File: config.mk
export PLATFORM = sky130hd
export DESIGN_NAME = uart_tx_buf
export DESIGN_NICKNAME = d
export VERILOG_FILES = /design/src/rtl/uart_tx_buf.sv
export SDC_FILE = /design/constraint.sdc
export NUM_CORES = 1
export LEC_CHECK = 0
export ABC_AREA = 1
export CORE_MARGIN = 1
export CORE_UTILIZATION = 40
export DETAILED_ROUTE_END_ITERATION = 6
export DONT_BUFFER_PORTS = 1
export PLACE_DENSITY_LB_ADDON = 0.2
export SLEW_MARGIN = 20
export SYNTH_ARGS = -nofsm -noshare
export SYNTH_HDL_FRONTEND = slang
export SYNTH_SLANG_ARGS = --single-unit
export TNS_END_PERCENT = 50
File: constraint.sdc
create_clock -name clk -period 3.4 [get_ports clk]
set_input_delay 0.34 -clock clk [delete_from_list [all_inputs] [get_ports clk]]
set_output_delay 0.34 -clock clk [all_outputs]
set_load 0.05 [all_outputs]
File: src/rtl/uart_tx_buf.sv
// Buffered UART transmitter: an 8-entry (by default) circular FIFO feeding an
// 8N1 serializer that runs frames back-to-back while bytes remain queued.
module uart_tx_buf #(
    parameter int CLK_PER_HALF_BIT = 5208,
    parameter int FIFO_AW          = 3
) (
    input  logic       clk,
    input  logic       rst,
    input  logic [7:0] sdata,
    input  logic       tx_start,
    output logic       tx_ready,
    output logic       txd,
    output logic       tx_busy,
    output logic       ovf
);

    localparam int              DEPTH    = 1 << FIFO_AW;
    localparam logic [31:0]     BIT_LAST = 32'(2 * CLK_PER_HALF_BIT - 1);
    localparam logic [FIFO_AW:0] FULL_CNT = (FIFO_AW + 1)'(DEPTH);

    typedef enum logic [1:0] {IDLE, START, DATA, STOP} state_t;

    state_t               state_q, state_d;
    logic [31:0]          cnt_q, cnt_d;
    logic [2:0]           idx_q, idx_d;
    logic [7:0]           shreg_q, shreg_d;
    logic [FIFO_AW-1:0]   wptr_q, wptr_d;
    logic [FIFO_AW-1:0]   rptr_q, rptr_d;
    logic [FIFO_AW:0]     count_q, count_d;
    logic                 txd_q, txd_d;
    logic                 ready_q, ready_d;
    logic                 busy_q, busy_d;
    logic                 ovf_q, ovf_d;
    logic [7:0]           mem [DEPTH];

    logic push, pop, bit_end, fifo_empty;

    assign push       = tx_start & ready_q;
    assign bit_end    = (cnt_q == BIT_LAST);
    assign fifo_empty = (count_q == '0);

    always_ff @(posedge clk or posedge rst) begin
        if (rst) begin
            state_q <= IDLE;
            cnt_q   <= '0;
            idx_q   <= '0;
            shreg_q <= '0;
            wptr_q  <= '0;
            rptr_q  <= '0;
            count_q <= '0;
            txd_q   <= 1'b1;
            ready_q <= 1'b1;
            busy_q  <= 1'b0;
            ovf_q   <= 1'b0;
        end else begin
            state_q <= state_d;
            cnt_q   <= cnt_d;
            idx_q   <= idx_d;
            shreg_q <= shreg_d;
            wptr_q  <= wptr_d;
            rptr_q  <= rptr_d;
            count_q <= count_d;
            txd_q   <= txd_d;
            ready_q <= ready_d;
            busy_q  <= busy_d;
            ovf_q   <= ovf_d;
        end
    end

    always_ff @(posedge clk) begin
        if (push) mem[wptr_q] <= sdata;
    end

    // Next-state: popping at the end of STOP chains frames with no idle gap.
    always_comb begin
        state_d = state_q;
        cnt_d   = cnt_q + 32'd1;
        idx_d   = idx_q;
        shreg_d = shreg_q;
        pop     = 1'b0;
        case (state_q)
            IDLE: begin
                cnt_d = '0;
                if (!fifo_empty) begin
                    pop     = 1'b1;
                    shreg_d = mem[rptr_q];
                    state_d = START;
                end
            end
            START: begin
                if (bit_end) begin
                    cnt_d   = '0;
                    idx_d   = '0;
                    state_d = DATA;
                end
            end
            DATA: begin
                if (bit_end) begin
                    cnt_d = '0;
                    if (idx_q == 3'd7) state_d = STOP;
                    else               idx_d   = idx_q + 3'd1;
                end
            end
            STOP: begin
                if (bit_end) begin
                    cnt_d = '0;
                    if (!fifo_empty) begin
                        pop     = 1'b1;
                        shreg_d = mem[rptr_q];
                        state_d = START;
                    end else begin
                        state_d = IDLE;
                    end
                end
            end
            default: state_d = IDLE;
        endcase
    end

    always_comb begin
        wptr_d  = push ? wptr_q + FIFO_AW'(1) : wptr_q;
        rptr_d  = pop  ? rptr_q + FIFO_AW'(1) : rptr_q;
        count_d = count_q;
        case ({push, pop})
            2'b10:   count_d = count_q + (FIFO_AW + 1)'(1);
            2'b01:   count_d = count_q - (FIFO_AW + 1)'(1);
            default: count_d = count_q;
        endcase
        ready_d = (count_d != FULL_CNT);
        ovf_d   = ovf_q | (tx_start & ~ready_q);
    end

    // Outputs are registered from next state so txd changes on the transition edge.
    always_comb begin
        txd_d = 1'b1;
        case (state_d)
            IDLE:    txd_d = 1'b1;
            START:   txd_d = 1'b0;
            DATA:    txd_d = shreg_d[idx_d];
            STOP:    txd_d = 1'b1;
            default: txd_d = 1'b1;
        endcase
        busy_d = (state_d != IDLE) || (count_d != '0);
    end

    assign txd      = txd_q;
    assign tx_ready = ready_q;
    assign tx_busy  = busy_q;
    assign ovf      = ovf_q;

endmodule

==> run_results.csv <==
group,metric,value,unit
run_status,status,"finished, final reports clean",
die,start_util,0.415,
placed_design,port_buffers,0,
sta,hold_viol,0,
pwr,ir_drop,0.000393,V
clocking,clk_path_buf_depth,2,
clocking,clk_pin_slew,60,ps
routing,post_drt_wl_per_cell,15.0,µm
critical_path,start_kind,"flip-flop",
placed_design,pre_cts_slack,318,ps
layout,layout-drive-gt1-share,0.107,
synth,syn_inst,679,
synth,synth_area_leaders,"edfxtp_1 31%, dfrtp_1 23%, nand2_1 9.2%",
synth,synth-seq-cells,123,
routing,firstDrtPassIters,6,
placed_design,dp.final_hpwl,9310,µm
sta,holdWs,45.5,ps
layout,layout.cells.non_filler,911,
synth,async_reset_ff_frac,0.480,
synth,ys_top_cells_by_count,"150 x nand2_1, 94 x nor2_1, 75 x inv_1",
pwr,power_density,738,nW/µm²
clocking,clk_latency,430,ps
layout,diodes,0,
die,die_area,15800,µm²
routing,num_vias,4647,
synth,syn-cell-area,6120,µm²
clocking,cts_max_level,4,
synth,ys_warn_count,0,
routing,drt_wl_total,13700,µm
routing,remaining_drc_errors,0,
synth,yosysSeqAreaShare,0.556,
sta,drv_slew,0,
sta,fin_crit,3070,ps
routing,dr.first_iter.drc_count,208,
synth,ys.flop_type,"edfxtp_1",
clocking,root_buffer,"clkbuf_16",
clocking,cts_setup_buffers,0,
global_route,grt-ovfl-total,0,
critical_path,crit_fanout,6,
synth,netlist.area_leader.share,0.314,
critical_path,critPathRequiredTime,3680,ps
pwr,seqPwrFrac,0.391,
pwr,static-leakage-power,0.00305,µW
sta,period_share,0.904,
placed_design,gp_congestion,0.849,
global_route,grt_pass1_wl,22700,µm
global_route,antenna_found_initial,0,
critical_path,crit_type,"flip-flop to flip-flop",
die,io_pins,15,
synth,synth_top_area_cell,"edfxtp_1",
die,dieWidth,126,µm
sta,fin_skew,14.2,ps
synth,synth_edf_count,64,
routing,via_per_inst,5.10,
pwr,switchingPower,1870,µW
synth,syn-num-nets,706,
synth,synth.most_common_cell,"nand2_1",
synth,avgSynthCellArea,9.01,µm²
sta,slew_headroom,0.458,
layout,num-nets-final,741,
placed_design,dp.cells,864,
sta,setup_viol,0,
clocking,clock-sinks,123,
die,core_area,14800,µm²
global_route,grt_use_total,0.190,
worst_hold_path,hp-class,"primary input to flip-flop",
clocking,cts_buffers,17,
die,row_count,44,
clocking,cts_tree,"yes",
pwr,p_int,3390,µW
pwr,combPwrFrac,0.277,
pwr,p_clk_frac,0.332,
sta,worst_slew_pin_slew,811,ps
synth,synth.distinct_cells,40,
global_route,grt_max_degree,41,
sta,setup_tns,0,ps
pwr,finalPower,5260,µW
sta,rsz0062_at_grt,"no",
routing,ant_nets,0,
sta,setup_slack,327,ps
sta,fmax,325,MHz
pwr,p_sw_frac,0.356,
die,die_h,126,µm
job,maxCapViolations,0,
critical_path,cp-end-kind,"flip-flop",
critical_path,arrival,3360,ps
layout,syn_to_final_growth,16.5,%
global_route,grt_pass1_vias,4611,
## power by group through the flow
stage               registers, µW  logic (µW)  clock network, µW
CTS                          2060        1460               1790
detailed placement           2080        1440                  0
finish                       2050        1450               1750
global route                 2090        1660               1850
floorplan                    1970        1110                  0
global placement             2070        1400                  0
## path summary, 6_finish.rpt
check	start	to	slack [ps]	depth (start not counted)
min in group asynchronous	rst	wptr_q[2]	530	2
setup / recovery	cnt_q[0]	tx_busy	330	17
setup reg to reg	cnt_q[0]	tx_busy	330	17
hold / removal	tx_start	ovf	50	2
hold reg to reg	cnt_q[0]	cnt_q[0]	460	1
max in group asynchronous	rst	cnt_q[19]	2090	3
## cells in the final DEF, fill, tap and decap left out, types with 15 or more instances in the layout
master,Yosys,routed
dlygate4sd3_1,0,15
nand2_1,150,150
clkbuf_16,0,17
inv_1,75,74
edfxtp_1,64,64
a21oi_1,20,20
ha_1,15,15
nand3_1,36,36
nor2_1,94,94
o21ai_0,35,35
dfrtp_1,57,57
nor3_1,21,21
## kinds of logic after synthesis
family          synth area share
compound gates            0.0722
xor+xnor                  0.0200
fa+ha+maj                 0.0340
buf+inv                   0.0610
flops                      0.556
mux                      0.00818
simple gates               0.249
## per-layer routing
layer	vias up	GRT usage	wire length [µm]
li1	2323	-	-
met1	2228	0.223	5930
met2	81	0.332	7010
met3	15	0.0514	510
met4	0	0.0717	209
met5	-	0	0
## state kept, by name, indices dropped and copies added (netlist names)
register / flops
state_q: 2
txd: 1
rptr_q: 3
tx_ready: 1
mem: 64
idx_q: 3
ovf: 1
wptr_q: 3
tx_busy: 1
cnt_q: 32
shreg_q: 8
count_q: 4
## layout make-up
| cell class | count | area, µm² |
|---|---|---|
| clock inverters | 15 | 150 |
| flip-flops and latches | 123 | 3400 |
| multi-input cells | 458 | 2350 |
| well taps | 184 | 230 |
| repair buffers | 28 | 248 |
| clock buffers | 17 | 425 |
| inverters | 86 | 323 |
| fillers | 1409 | 7630 |
## worst max-delay path, cell delays in order (launching register included)
cell and delay (ps):
dfrtp_1 360, ha_1 200, nand3_2 140, nor2_1 120, nand2_1 110, nor2_4 170, nand2_1 80, nand2_1 150
nand2_1 100, inv_1 110, ha_1 210, inv_1 90, fa_1 480, nor2_1 40, a21oi_1 120, inv_1 70
nor3_1 240, nand3_1 130
## per-stage QoR
| step | instance area (µm²) | util |
|---|---|---|
| 3_5_place_dp | 6390 | 0.433 |
| 6_report | 7130 | 0.483 |
| 2_1_floorplan | 6120 | - |
| 3_3_place_gp | 6390 | 0.433 |
| 5_1_grt | 7130 | 0.483 |
| 4_1_cts | 7060 | 0.479 |
## timing repair
item | CTS | global route
hold buffers | 9 | 6
hold endpoints to repair | 80 | 21
endpoints found under the setup margin | 0 | 1
resized for setup | 0 | 1
Note: power is estimated with default switching activity, not from simulation.
